===== config.mk =====
export PLATFORM = sky130hd
export DESIGN_NAME = booth_pp_accum
export DESIGN_NICKNAME = d
export VERILOG_FILES = /design/src/rtl/booth_pkg.sv /design/src/rtl/booth_row_align.sv /design/src/rtl/booth_pp_accum.sv
export SDC_FILE = /design/constraint.sdc
export NUM_CORES = 1
export LEC_CHECK = 0
export CELL_PAD_IN_SITES_DETAIL_PLACEMENT = 0
export CELL_PAD_IN_SITES_GLOBAL_PLACEMENT = 2
export CORE_ASPECT_RATIO = 1.5
export CORE_UTILIZATION = 32
export DETAILED_ROUTE_END_ITERATION = 10
export GPL_ROUTABILITY_DRIVEN = 0
export HOLD_SLACK_MARGIN = 0.02
export PLACE_DENSITY = 0.91
export SLEW_MARGIN = 20
export SYNTH_ARGS = -nofsm -noshare
export SYNTH_HDL_FRONTEND = slang
export SYNTH_SLANG_ARGS = --single-unit

===== constraint.sdc =====
create_clock -name clk -period 5.6 [get_ports clk]
set_clock_uncertainty 0.2 [all_clocks]
set_input_delay 0.84 -clock clk [delete_from_list [all_inputs] [get_ports clk]]
set_output_delay 0.84 -clock clk [all_outputs]
set_load 0.02 [all_outputs]

===== src/rtl/booth_pkg.sv =====
// Shared constants and FSM state type for the Booth partial-product accumulator.
// Optional pp_last checking is enabled by defining BOOTH_ACC_LAST_CHK_EN.
package booth_pkg;

  localparam int unsigned DEF_ROWS   = 8;
  localparam int unsigned DEF_PP_W   = 17;
  localparam int unsigned DEF_PROD_W = 32;

  typedef enum logic {
    ST_ACC  = 1'b0,
    ST_DONE = 1'b1
  } state_t;

  // Width of a row counter able to hold 0..rows-1 (at least one bit).
  function automatic int unsigned cnt_w(input int unsigned rows);
    return (rows > 1) ? $clog2(rows) : 1;
  endfunction

endpackage


===== src/rtl/booth_row_align.sv =====
// Combinational alignment of one Booth row: sign-extend, apply the +1
// correction for negative rows, then shift left by two bits per row index.
module booth_row_align
  import booth_pkg::*;
#(
  parameter int unsigned PP_W   = DEF_PP_W,
  parameter int unsigned PROD_W = DEF_PROD_W,
  parameter int unsigned K_W    = cnt_w(DEF_ROWS)
) (
  input  logic [PP_W-1:0]   i_pp,
  input  logic              i_pp_neg,
  input  logic [K_W-1:0]    i_k,
  output logic [PROD_W-1:0] o_addend_c
);

  logic [PROD_W-1:0] w_ext;
  logic [PROD_W-1:0] w_row;
  logic [K_W:0]      w_shamt;

  assign w_ext      = PROD_W'($signed(i_pp));
  assign w_row      = w_ext + PROD_W'(i_pp_neg);
  assign w_shamt    = {i_k, 1'b0};
  assign o_addend_c = w_row << w_shamt;

endmodule


===== src/rtl/booth_pp_accum.sv =====
// Accumulates ROWS Booth partial-product rows into a PROD_W-bit product with
// a valid/ready handshake on both sides. Define BOOTH_ACC_LAST_CHK_EN to add
// the pp_last input and the sticky err output.
module booth_pp_accum
  import booth_pkg::*;
#(
  parameter int unsigned ROWS   = DEF_ROWS,
  parameter int unsigned PP_W   = DEF_PP_W,
  parameter int unsigned PROD_W = DEF_PROD_W
) (
  input  logic              clk,
  input  logic              rst,
  input  logic              pp_valid,
  output logic              pp_ready,
  input  logic [PP_W-1:0]   pp,
  input  logic              pp_neg,
`ifdef BOOTH_ACC_LAST_CHK_EN
  input  logic              pp_last,
  output logic              err,
`endif
  output logic              prod_valid,
  input  logic              prod_ready,
  output logic [PROD_W-1:0] prod
);

  localparam int unsigned    K_W    = cnt_w(ROWS);
  localparam logic [K_W-1:0] K_LAST = K_W'(ROWS - 1);

  state_t            r_state;
  state_t            w_state_nxt;
  logic [K_W-1:0]    r_k;
  logic [PROD_W-1:0] r_acc;
  logic [PROD_W-1:0] w_addend;
  logic              w_accept;
  logic              w_last;
  logic              w_consume;

  assign w_accept  = pp_valid && pp_ready;
  assign w_last    = (r_k == K_LAST);
  assign w_consume = (r_state == ST_DONE) && prod_ready;

  booth_row_align #(
    .PP_W   (PP_W),
    .PROD_W (PROD_W),
    .K_W    (K_W)
  ) u_align (
    .i_pp       (pp),
    .i_pp_neg   (pp_neg),
    .i_k        (r_k),
    .o_addend_c (w_addend)
  );

  // State register
  always_ff @(posedge clk) begin
    if (rst) begin
      r_state <= ST_ACC;
    end else begin
      r_state <= w_state_nxt;
    end
  end

  // Next-state logic
  always_comb begin
    w_state_nxt = r_state;
    case (r_state)
      ST_ACC: begin
        if (w_accept && w_last) begin
          w_state_nxt = ST_DONE;
        end
      end
      ST_DONE: begin
        if (prod_ready) begin
          w_state_nxt = ST_ACC;
        end
      end
      default: w_state_nxt = ST_ACC;
    endcase
  end

  // Handshake outputs decoded from the state register
  always_comb begin
    pp_ready   = 1'b0;
    prod_valid = 1'b0;
    case (r_state)
      ST_ACC:  pp_ready   = 1'b1;
      ST_DONE: prod_valid = 1'b1;
      default: pp_ready   = 1'b0;
    endcase
  end

  // Row counter and accumulator; a stalled producer simply leaves both held.
  always_ff @(posedge clk) begin
    if (rst) begin
      r_k   <= '0;
      r_acc <= '0;
    end else if (w_consume) begin
      r_k   <= '0;
      r_acc <= '0;
    end else if (w_accept) begin
      r_k   <= w_last ? '0 : r_k + K_W'(1);
      r_acc <= r_acc + w_addend;
    end
  end

  assign prod = r_acc;

`ifdef BOOTH_ACC_LAST_CHK_EN
  logic r_err;

  // Sticky flag: pp_last must mark exactly the final row of each product.
  always_ff @(posedge clk) begin
    if (rst) begin
      r_err <= 1'b0;
    end else if (w_accept && (pp_last != w_last)) begin
      r_err <= 1'b1;
    end
  end

  assign err = r_err;
`endif

endmodule


=== Word-level counts from Yosys, hierarchy flattened ===
Cells that the tools add are included.

* Muxes and demuxes: 6
* Shifts and indexed selects: 1
* Add/sub/neg operators: 3
* Reductions and logical operators: 4
* Equal/unequal tests: 1
* Bitwise operators: 1

{| class="wikitable"
|+ Operators by type and width
! kind !! count
|-
| $add A32 B32 Y32 || 1
|-
| $shl A32 B4 Y32 || 1
|-
| $add A17 B2 Y18 || 1
|-
| $mux W1 || 4
|-
| $add A3 B1 Y3 const B || 1
|-
| $eq A3 B3 Y1 const B || 1
|-
| $logic_and A1 B1 Y1 || 3
|-
| $mux W3 || 1
|-
| $pmux W1 S2 || 1
|-
| $reduce_or A2 Y1 || 1
|-
| $not A1 Y1 || 1
|}

* Flip-flop bits (word level): 36
* Input bits: 22
* Output and inout bits: 34

=== Logic depth before layout (Yosys ltp) ===
Gate-level depths: netlist (run 1).

* Depth in word-level cells: 5
* Depth in mapped cells: 21
* Depth with buffers taken out: 21

=== Hierarchy ===
From an unflattened synthesis (run 1), not the netlist that was laid out.

* Cells, all modules: 651
* Area total of the unflattened synthesis: 4655.7 µm²

{| class="wikitable"
|+ By module, submodules not included
! module !! instances !! cells an instance !! area each (µm²)
|-
| booth_pp_accum || 1 || 401 || 3014.1
|-
| booth_row_align || 1 || 250 || 1641.6
|}

=== Worst setup path before layout (run 1) ===
Ideal clock, no wire load.

* Path type: input-to-reg
* From: in pp[0]
* To: reg r_acc[30] (netlist: prod[30])
* Buffers on the path: 0
* Slack: 953 ps
* Arrival time: 4323 ps
* Stages on the path: 20
* Cells stage by stage: ha_1 > ha_1 > and4_1 > nand4_1 > nor2_2 > and3_1 > xnor2_1 > nand2_1 > a31oi_1 > mux2i_1 > ha_1 > a21oi_1 > o221ai_1 > a21oi_1 > o21ai_0 > a311oi_1 > nor4_1 > o31ai_1 > mux2i_1 > o21ai_0

* Longest elaborated chain between the ends: 3

{| class="wikitable"
|+ RTL lines
! item !! line !! source
|-
| from (decl) || booth_pp_accum.sv:15 || <nowiki>input logic [PP_W-1:0] pp,</nowiki>
|-
| $add A17 B2 Y18 || booth_row_align.sv:21 || <nowiki>assign w_row = w_ext + PROD_W'(i_pp_neg);</nowiki>
|-
| $shl A32 B4 Y32 || booth_row_align.sv:23 || <nowiki>assign o_addend_c = w_row << w_shamt;</nowiki>
|-
| $add A32 B32 Y32 || booth_pp_accum.sv:101 || <nowiki>r_acc <= r_acc + w_addend;</nowiki>
|-
| to (signal assigned) || booth_pp_accum.sv:101 ||
|-
| to (decl) || booth_pp_accum.sv:32 || <nowiki>logic [PROD_W-1:0] r_acc;</nowiki>
|}

Every way passes these cells.
A chain may end at the register's enable or synchronous reset.

=== Final worst setup path (run 1) ===
* From: in pp[0]
* To: reg r_acc[28] (netlist: prod[28])

Same word-level chain as after synthesis.

==> results.json, run 1 <==
{
  "fin_crit_ns": 5.269,
  "cpMaxStageDelayCell": "ha_1",
  "grt_overflow_total": 0,
  "critPathBufInv": 3,
  "max_slew_margin_pct": 39.54,
  "stdcell_area_sq_um": 4995,
  "final_cells": 777,
  "synth_async_sr_flop_share_pct": 0,
  "grt_start_max_net_pins": 44,
  "synthDistinctLibCells": 63,
  "core_sq_um": 12080,
  "crit_path_max_incr_delay_ns": 0.44,
  "final_common_cell": "nand2_1",
  "final_max_slew_viol_count": 0,
  "hold_violations": 0,
  "fill_cells": 1235,
  "crit_family": "simple AND/OR/NAND/NOR gates",
  "setup_viol": 0,
  "cap_viol_max_count": 0,
  "antenna_cells": 0,
  "antenna_left": 0,
  "dp_hpwl_mm": 9.268,
  "wl_mm": 12.23,
  "seq_area_frac_synth_pct": 18.08,
  "ir_drop_uv": 162.2,
  "synth-main-ff-cell": "dfxtp_1",
  "vias": 4163,
  "ys.warnings.count": 0,
  "dpl-instance-area_sq_um": 4768,
  "drc": 0,
  "cp-start-kind": "input pin",
  "cp.required_ns": 5.63,
  "antenna_found_initial": 0,
  "rows": 49,
  "cts-root-buf": "clkbuf_16",
  "cts_tree": "yes",
  "synth_area_per_cell_sq_um": 7.116,
  "fp.dieH_microns": 138.7,
  "status": "complete, no violations",
  "numPortBuffers": 55,
  "met2_usage_pct": 32.55,
  "crit_type": "in2reg",
  "tightestPinTransition_ns": 0.9069,
  "cp.arrival_ns": 5.30,
  "area_growth_pct": 25.34,
  "powerDensity_nw_per_um2": 307.4,
  "dp.cells": 768,
  "finalCritPeriodShare_pct": 94.09,
  "initial_core_util_pct": 32.99,
  "met3_usage_pct": 1.974,
  "grt_usage_pct": 19.07,
  "cts_buffers": 5,
  "finalWorstSetupSlack_ns": 0.3309,
  "syn-num-nets": 618,
  "synthCells": 560,
  "finalNetCount": 681,
  "insertion_delay_ns": 0.29,
  "routedWlPerCell_microns": 15.74,
  "drt_iter0_markers": 205,
  "clock-sinks": 36,
  "grt_use_met1_pct": 23.79,
  "cp_cell_sequence": "clkdlybuf4s50_1 > ha_1 > and3_1 > and3_1 > and3_2 > and3_1 > xnor2_1 > mux2i_1 > mux2i_1 > buf_4 > mux2i_1 > ha_1 > nand3_1 > nor2_1 > nand4_1 > o21ai_0 > a311oi_2 > buf_4 > o31ai_1 > xnor2_1 > nand2_1 > a21oi_1",
  "pin_count": 56,
  "leakage_nw": 2.067,
  "synth_area_sq_um": 3985,
  "min-delay-path-class": "reg2reg",
  "crit_fanout": 7,
  "path_clk_slew_ns": 0.06,
  "end_kind": "register",
  "place_worst_setup_slack_ns": -0.06519,
  "drtPass1Iterations": 4,
  "via_per_inst": 5.358,
  "fmax_mhz": 189.8,
  "final_cell_mix": "82 x nand2_1, 77 x a21oi_1, 61 x nor2_1",
  "ys_ff_latch": 36,
  "die-area_sq_um": 12910,
  "holdBufCountCts": 0,
  "total_power_mw": 1.535,
  "grt_pass1_vias": 4080,
  "synth-edff-count": 0,
  "cts_max_level": 2,
  "busiest_layer": "met2",
  "grt_pass1_wl_mm": 19.82,
  "post_route_cells_drive_above_1_share_pct": 9.776,
  "clockBufferDepth": 2,
  "die_w_microns": 93.12
}
repair_timing:
action	CTS	global route
resized for setup	0	9
buffers inserted	0	1
hold endpoints to repair	0	0
endpoints found under the setup margin	0	4
metal layers:
metal | wire length, microns | part of all wire, %
met5 | 0 | 0
met4 | 308 | 2.5
met3 | 396 | 3.2
met2 | 5904 | 48
met1 | 5617 | 46
kinds of logic (layout without fill, tap and decap cells):
logic type               count (synthesis)  in the layout  synth area share [%]
AND/OR/NAND/NOR                        218            218                 25.12
AO/OA/AOI/OAI                          180            180                 27.91
XOR/XNOR                                37             37                 8.132
buffers and inverters                   37            101                 4.772
adder cells (fa/ha/maj)                 36             36                 11.49
flip-flops                              36             36                 18.08
multiplexers                            16             16                 4.490
area by class of cell:
class	instances	area (sq um)	share of cell area (%)
repair buffers	80	738.2	14.78
multi-input cells	487	3113	62.32
clock inverters	1	30.03	0.6012
inverters	13	48.80	0.9770
well taps	153	191.4	3.833
flip-flops and latches	36	720.7	14.43
clock buffers	7	152.6	3.056
per-stage QoR:
| step | hold slack, ns | TNS [ns] | utilization [%] |
|---|---|---|---|
| 5_1_grt | 0.2993 | -0.2536 | 41.36 |
| 6_report | 0.2785 | 0 | 41.36 |
| 2_1_floorplan | 0.3461 | 0 | - |
| 3_5_place_dp | 0.2713 | -0.06519 | 39.48 |
| 3_3_place_gp | 0.2649 | -0.01901 | 39.48 |
| 4_1_cts | 0.2813 | 0 | 40.99 |
worst min-delay path, delay by kind of cell (launching register included):
| family | cells | cell delay (ns) |
|---|---|---|
| AND/OR/NAND/NOR | 1 | 0.06 |
| flip-flops | 1 | 0.32 |
| AO/OA/AOI/OAI | 1 | 0.05 |
cells in the mapped netlist (all sizes together) (2+ instances only):
| cell | n | area (sq um) |
|---|---|---|
| o21ai | 35 | 186.4 |
| and4 | 4 | 35.03 |
| mux2i | 13 | 130.1 |
| a21oi | 81 | 412.9 |
| o211ai | 3 | 27.52 |
| or3 | 2 | 17.52 |
| nand2 | 82 | 307.8 |
| o22ai | 2 | 12.51 |
| a211oi | 8 | 65.06 |
| o21bai | 2 | 15.01 |
| nor3b | 2 | 15.01 |
| nand3 | 18 | 95.09 |
| nor4 | 2 | 12.51 |
| o311ai | 2 | 17.52 |
| o31ai | 4 | 30.03 |
| a311oi | 2 | 17.52 |
| o21a | 5 | 37.54 |
| a31oi | 9 | 56.30 |
| xor2 | 15 | 131.4 |
| inv | 13 | 48.80 |
| ha | 35 | 437.9 |
| a21o | 14 | 105.1 |
| and3 | 13 | 82.58 |
| a41oi | 3 | 26.28 |
| o2111ai | 2 | 17.52 |
| buf | 7 | 65.05 |
| nand4 | 5 | 31.28 |
| clkbuf | 16 | 67.56 |
| nor2 | 64 | 252.7 |
| dfxtp | 36 | 720.7 |
| xnor2 | 22 | 192.7 |
| nor3 | 14 | 70.07 |
| nand3b | 2 | 15.01 |
| mux2 | 2 | 26.27 |
| and2 | 5 | 31.28 |
| a31o | 3 | 26.28 |
state kept, by name, summed over array words and instances, names as in the netlist:
| name | flops |
|---|---|
| r_state | 1 |
| prod | 32 |
| r_k | 3 |
path summary, 6_finish.rpt:
| check | cells past startpoint | endpoint | start | slack (ns) |
|---|---|---|---|---|
| max | 22 | prod[28] | pp[0] | 0.33 |
| min | 2 | prod[24] | prod[24] | 0.28 |
| max reg2reg | 15 | prod[30] | r_k[0] | 1.14 |
| min reg2reg | 2 | prod[24] | prod[24] | 0.28 |
report_power, final:
group          total [mW]  internal, mW  switching [mW]
registers           0.349         0.302          0.0476
logic               0.834         0.364           0.470
clock network       0.352         0.235           0.117
(Power assumes the default switching activity.)
==> run 2: changes to the inputs <==
--- a/config.mk
+++ b/config.mk
@@ -5,14 +5,15 @@
 export SDC_FILE = /design/constraint.sdc
 export NUM_CORES = 1
 export LEC_CHECK = 0
+export ABC_AREA = 1
 export CELL_PAD_IN_SITES_DETAIL_PLACEMENT = 0
 export CELL_PAD_IN_SITES_GLOBAL_PLACEMENT = 2
 export CORE_ASPECT_RATIO = 1.5
-export CORE_UTILIZATION = 32
+export CORE_UTILIZATION = 29
 export DETAILED_ROUTE_END_ITERATION = 10
 export GPL_ROUTABILITY_DRIVEN = 0
 export HOLD_SLACK_MARGIN = 0.02
-export PLACE_DENSITY = 0.91
+export PLACE_DENSITY = 0.92
 export SLEW_MARGIN = 20
 export SYNTH_ARGS = -nofsm -noshare
 export SYNTH_HDL_FRONTEND = slang
==> run 2 against run 1 <==
Compared with the run above:
- final area rose by 16%
- maximum frequency rose by 22%
- clock-buffer cell count fell by 1
- setup slack improved by 0.96 ns
==> results.json, run 2 <==
{
  "yosys.area_share.simple_pct": 46.78,
  "dp_hpwl_mm": 13.66,
  "status": "complete, no violations",
  "synth-edff-count": 0,
  "antenna_cells": 0,
  "grt_usage_pct": 19.78,
  "synth_async_sr_flop_share_pct": 0,
  "pwr-share-clk_pct": 20.0,
  "antenna_found_initial": 0,
  "ys_ff_latch": 36,
  "cap_viol_max_count": 0,
  "grt_pass1_vias": 5339,
  "finalCritPeriodShare_pct": 76.99,
  "finalNetCount": 1044,
  "cp.arrival_ns": 4.31,
  "crit_family": "simple AND/OR/NAND/NOR gates",
  "synthTopCellsByArea": "nand2_1 25%, dfxtp_1 15%, inv_1 13%, nor2_1 9.5%, ha_1 8.9%",
  "vias": 5454,
  "fp.dieH_microns": 161.2,
  "synth_top_area_cell": "nand2_1",
  "synthDistinctLibCells": 33,
  "cp_cell_sequence": "clkdlybuf4s50_1 > ha_1 > ha_1 > nand3_2 > nor2_4 > nand2_1 > xor2_1 > inv_2 > nand2_1 > nand3_1 > o211ai_1 > nand2_1 > ha_1 > nand2_1 > nor2_1 > and2_1 > nand2_1 > nand2_1 > nand2_1 > nand3_1 > nand3_1 > nand2_1 > inv_1",
  "end_kind": "register",
  "final_cell_mix": "321 x nand2_1, 168 x inv_1, 124 x nor2_1",
  "hold_depth": 2,
  "wl_mm": 16.56,
  "synth_xor_area_share_pct": 3.931,
  "clock-sinks": 36,
  "synthMuxAreaShare_pct": 0,
  "tightestPinTransition_ns": 0.9195,
  "worstRegToRegCells": 16,
  "synth_area_sq_um": 4902,
  "critPathBufInv": 3,
  "rows": 57,
  "via_per_inst": 4.572,
  "drc": 0,
  "cts_max_level": 2,
  "synth_top_family_by_area": "simple AND/OR/NAND/NOR gates",
  "ys.warnings.count": 0,
  "netSwitchingFraction_pct": 48.76,
  "cp.required_ns": 5.60,
  "cts_tree": "yes",
  "cp-start-kind": "input pin",
  "initial_core_util_pct": 30.02,
  "grt_overflow_total": 0,
  "holdBufCountCts": 0,
  "ir_drop_uv": 145.4,
  "synth-compound-area-share_pct": 10.06,
  "crit_cells": 23,
  "drt_iter0_markers": 226,
  "core_sq_um": 16330,
  "synth_fa_ha_area_share_pct": 9.342,
  "routedWlPerCell_microns": 13.88,
  "grt_start_max_net_pins": 51,
  "post_cts_resized": 0,
  "yosysMostFrequentCell": "nand2_1",
  "synth_area_per_cell_sq_um": 5.215,
  "fin_crit_ns": 4.311,
  "cts_setup_buffers": 0,
  "final_common_cell": "nand2_1",
  "cpMaxStageDelayCell": "clkdlybuf4s50_1",
  "area_growth_pct": 18.58,
  "seqPwrFrac_pct": 21.6,
  "die_w_microns": 108.2,
  "crit_fanout": 4,
  "combinationalPowerShare_pct": 58.4,
  "dpl-instance-area_sq_um": 5660,
  "antenna_left": 0,
  "clockBufferDepth": 2,
  "seq_area_frac_synth_pct": 14.70,
  "min-delay-path-class": "reg2reg",
  "crit_top_cell": "nand2_1",
  "p_sw_mw": 0.7621,
  "crit_path_max_incr_delay_ns": 0.46,
  "synth-main-ff-cell": "dfxtp_1",
  "leakage_nw": 3.325,
  "powerDensity_nw_per_um2": 268.8,
  "power.internal_mw": 0.8007,
  "pin_count": 56,
  "numPortBuffers": 55,
  "crit_type": "in2reg",
  "final_max_slew_viol_count": 0,
  "stdcell_area_sq_um": 5813,
  "hold_violations": 0,
  "netlist.area_leader.share_pct": 24.58,
  "cts_buffers": 5,
  "grt_pass1_wl_mm": 26.76,
  "finalWorstSetupSlack_ns": 1.289,
  "synth_common_cells": "321 x nand2_1, 168 x inv_1, 124 x nor2_1, 85 x nand3_1, 36 x dfxtp_1",
  "syn-num-nets": 998,
  "setup_viol": 0,
  "timing.setup.tns_ns": 0,
  "cts-root-buf": "clkbuf_16",
  "insertion_delay_ns": 0.29,
  "post_route_cells_drive_above_1_share_pct": 3.445,
  "fmax_mhz": 231.9,
  "max_slew_margin_pct": 38.61,
  "synthCells": 940,
  "die-area_sq_um": 17440,
  "rsz0062_at_grt": "no",
  "path_clk_slew_ns": 0.07,
  "drtPass1Iterations": 4,
  "largest_reg_flops": 32,
  "place_worst_setup_slack_ns": 0.9823
}
[run 2: changes by cell type in the layout (fill, tap and decap cells not counted), sizes merged, moves of 14 or more]
cell,previous run,this run
a21o,14,0
a21oi,81,34
buf,25,5
inv,13,173
nand2,82,329
nand3,18,86
nor2,64,128
xnor2,22,3
[run 2: kinds of logic after synthesis]
group,Yosys count
DFF,36
buffers and inverters,196
adders and majority gates,36
and+or+nand+nor,559
AOI/OAI and AO/OA,91
xor gates and xnor gates,22
[run 2: final timing paths]
| kind | startpoint | to | slack (ns) |
|---|---|---|---|
| hold / removal | prod[0] | prod[0] | 0.32 |
| setup reg to reg | r_k[1] | prod[28] | 1.87 |
| hold reg to reg | prod[0] | prod[0] | 0.32 |
| setup / recovery | pp_neg | prod[30] | 1.29 |
[run 2: stage by stage]
step           utilization, %  cells  power (mW)  hold slack [ns]
3_5_place_dp            34.66   1185       1.259           0.3053
2_1_floorplan               -    940      0.9663           0.3756
3_3_place_gp            34.66   1185       1.263           0.3011
4_1_cts                 35.59   1193       1.580           0.3161
6_report                35.59   1193       1.563           0.3161
5_1_grt                 35.59   1193       1.713           0.3773
[run 2: metal layers]
metal,GRT usage (%),routed length [microns]
met5,0,0
met4,4.110,208
met3,1.372,462
met2,37.84,8719
met1,23.47,7172
[run 2: area by class of cell]
class / count / area, sq um
Multi-Input combinational cell: 708 / 3437
Timing Repair Buffer: 60 / 588.1
Fill cell: 1907 / 10520
Clock buffer: 6 / 138.9
Tap cell: 206 / 257.7
Inverter: 175 / 656.9
Clock inverter: 2 / 13.76
Sequential cell: 36 / 720.7
[run 2: worst register-to-register path, delay by kind of cell (launching register included)]
kind,cells,cell delay [ns]
flip-flops,1,0.55
buffers and inverters,4,0.92
adder cells (fa/ha/maj),2,0.68
AND/OR/NAND/NOR,10,1.30
[run 2: power by group through the flow]
| stage | clock network, mW | registers, mW | logic (mW) |
|---|---|---|---|
| after floorplan | 0 | 0.370 | 0.597 |
| after global placement | 0 | 0.345 | 0.918 |
| after detailed placement | 0 | 0.344 | 0.916 |
| after CTS | 0.321 | 0.338 | 0.920 |
| after global routing | 0.329 | 0.343 | 1.04 |
| final | 0.312 | 0.338 | 0.913 |
==> run 3: changes to the inputs <==
--- a/config.mk
+++ b/config.mk
@@ -9,11 +9,11 @@
 export CELL_PAD_IN_SITES_DETAIL_PLACEMENT = 0
 export CELL_PAD_IN_SITES_GLOBAL_PLACEMENT = 2
 export CORE_ASPECT_RATIO = 1.5
-export CORE_UTILIZATION = 29
+export CORE_UTILIZATION = 26
 export DETAILED_ROUTE_END_ITERATION = 10
 export GPL_ROUTABILITY_DRIVEN = 0
 export HOLD_SLACK_MARGIN = 0.02
-export PLACE_DENSITY = 0.92
+export PLACE_DENSITY = 0.87
 export SLEW_MARGIN = 20
 export SYNTH_ARGS = -nofsm -noshare
 export SYNTH_HDL_FRONTEND = slang
==> constraint.sdc (replaced) <==
create_clock -name clk -period 3.53 [get_ports clk]
set_clock_uncertainty 0.2 [all_clocks]
set_input_delay 0.5295 -clock clk [delete_from_list [all_inputs] [get_ports clk]]
set_output_delay 0.5295 -clock clk [all_outputs]
set_load 0.02 [all_outputs]
==> run 3 against run 2 <==
Compared with the run above:
- die area increased by 11%
- worst hold slack worse by 0.0015 ns
- via count up 8.9%
- sequential power rose by 61%
- flip-flop and latch count unchanged
- clock power grew 48%
- core utilization grew 4.4 points
- critical endpoint is now prod[26]
- largest power group unchanged
==> results.json, run 3 (synthesis results as in run 2) <==
{
  "fin_crit_ns": 3.291,
  "finalNetCount": 1147,
  "worstRegToRegCells": 16,
  "cts_tree": "yes",
  "ir_drop_uv": 187.3,
  "tightestPinTransition_ns": 0.5774,
  "drt_iter0_markers": 211,
  "r2r_slack_ns": 0.47,
  "cp-start-kind": "input pin",
  "grt_pass1_wl_mm": 28.01,
  "end_kind": "register",
  "antenna_cells": 0,
  "finalCritPeriodShare_pct": 93.22,
  "status": "complete, no violations",
  "finalWorstSetupSlack_ns": 0.2392,
  "drtPass1Iterations": 4,
  "max_slew_margin_pct": 61.45,
  "fmax_mhz": 303.9,
  "powerDensity_nw_per_um2": 411.7,
  "fp.dieH_microns": 170.2,
  "wl_mm": 17.53,
  "reg2reg_from": "r_k[2]",
  "area_growth_pct": 50.79,
  "p_sw_mw": 1.414,
  "numPortBuffers": 55,
  "multiInputGateArea_sq_um": 4189,
  "antenna_found_initial": 0,
  "insertion_delay_ns": 0.29,
  "die-area_sq_um": 19420,
  "post_route_cells_drive_above_1_share_pct": 26.26,
  "grt_pass1_vias": 5914,
  "via_per_inst": 4.429,
  "rows": 61,
  "pin_count": 56,
  "grt_start_max_net_pins": 31,
  "cts_buffers": 5,
  "core_sq_um": 18470,
  "die_w_microns": 114.1,
  "antenna_left": 0,
  "path_clk_slew_ns": 0.07,
  "clockBufferDepth": 2,
  "combinationalPowerShare_pct": 67.0,
  "timing.setup.tns_ns": 0,
  "initial_core_util_pct": 26.54,
  "final_cell_mix": "273 x nand2_1, 167 x inv_1, 107 x buf_4",
  "hold_path_end": "prod[0]",
  "hold_depth": 2,
  "seqCellArea_sq_um": 720.7,
  "crit_type": "in2reg",
  "leakage_nw": 4.029,
  "hold_violations": 0,
  "grt_usage_pct": 18.36,
  "cts-root-buf": "clkbuf_16",
  "netSwitchingFraction_pct": 46.45,
  "cp.required_ns": 3.53,
  "crit_fanout": 4,
  "largest_reg_flops": 32,
  "final_max_slew_viol_count": 0,
  "place_worst_setup_slack_ns": -0.6151,
  "holdBufCountCts": 0,
  "pwr-share-clk_pct": 15.1,
  "r2r-end": "prod[31]",
  "vias": 5939,
  "seqPwrFrac_pct": 17.8,
  "grt_overflow_total": 0,
  "cap_viol_max_count": 0,
  "min-delay-path-class": "reg2reg",
  "drc": 0,
  "cts_max_level": 2,
  "final_common_cell": "nand2_1",
  "power.internal_mw": 1.630,
  "min_from": "prod[0]",
  "setup_viol": 0,
  "fill_cells": 2032,
  "cp.arrival_ns": 3.29,
  "dp_hpwl_mm": 14.34,
  "clock-sinks": 36,
  "routedWlPerCell_microns": 13.07
}
==> run 3: cell count changes in the layout (fill, tap and decap cells not counted), moves of 23 or more <==
cell and change:
nor2_1 -27, nor2_2 +23, buf_4 +102, nand2_2 +40, nand2_1 -48
==> run 3: power groups by stage <==
stage          Sequential [mW]  Combinational (mW)  Clock (mW)
6_report                 0.543                2.04       0.461
5_1_grt                  0.551                2.26       0.488
4_1_cts                  0.539                1.90       0.474
3_5_place_dp             0.540                1.71           0
3_3_place_gp             0.543                1.71           0
2_1_floorplan            0.587               0.946           0
==> run 3: timing repair <==
action / 4_1_cts / 5_1_grt
pin swaps: 53 / 53
endpoints found under the hold margin: 0 / 0
buffers inserted: 7 / 5
setup endpoints to repair: 24 / 25
gates resized for setup: 94 / 106
gates cloned: 0 / 0
==> run 3: worst max path at each step <==
stage                      from  endpoint  depth (start not counted)
final                     pp[1]  prod[26]                         22
after global routing      pp[1]  prod[18]                         22
after CTS                 pp[4]  prod[14]                         21
after detailed placement  pp[0]  prod[27]                         23
after global placement    pp[0]  prod[27]                         23
after floorplan           pp[0]  prod[20]                         22
==> run 3: critical path: stages <==
cell and delay (ns):
dlygate4sd2_1 0.30, ha_4 0.18, nand3_4 0.12, nor2_4 0.19, xor2_2 0.18, buf_4 0.13, nand2_2 0.05, nand3_2 0.08
o211ai_1 0.11, o21ai_1 0.14, ha_1 0.31, nand2_1 0.10, inv_1 0.06, nand2_1 0.07, nand2_2 0.05, nand3b_1 0.26
nand2_1 0.15, nand3_1 0.08, nand2_1 0.06, nand3_1 0.06, nand2_1 0.06, inv_1 0.03
==> run 3: layout make-up <==
type	count	area share (%)
clock buffers	5	1.693
well taps	252	4.265
multi-input cells	708	56.67
repair buffers	163	18.57
flip-flops and latches	36	9.749
clock inverters	2	0.1693
inverters	175	8.886
==> run 3: metal layers <==
| layer | vias to the layer above | global-route usage, % | routed length [microns] |
|---|---|---|---|
| li1 | 3186 | - | - |
| met1 | 2634 | 20.41 | 7462 |
| met2 | 91 | 35.63 | 9207 |
| met3 | 28 | 1.425 | 421 |
| met4 | 0 | 6.776 | 441 |
| met5 | - | 0 | 0 |
==> run 3: stage by stage <==
| step | instance area, sq um | hold slack, ns | std cells | utilization [%] | power [mW] |
|---|---|---|---|---|---|
| finish | 7392 | 0.3145 | 1341 | 40.02 | 3.044 |
| CTS | 6959 | 0.3209 | 1336 | 37.68 | 2.913 |
| floorplan | 4902 | 0.3756 | 940 | - | 1.533 |
| global route | 7392 | 0.3601 | 1341 | 40.02 | 3.303 |
| global placement | 6401 | 0.3050 | 1322 | 34.66 | 2.256 |
| detailed placement | 6401 | 0.3138 | 1322 | 34.66 | 2.247 |
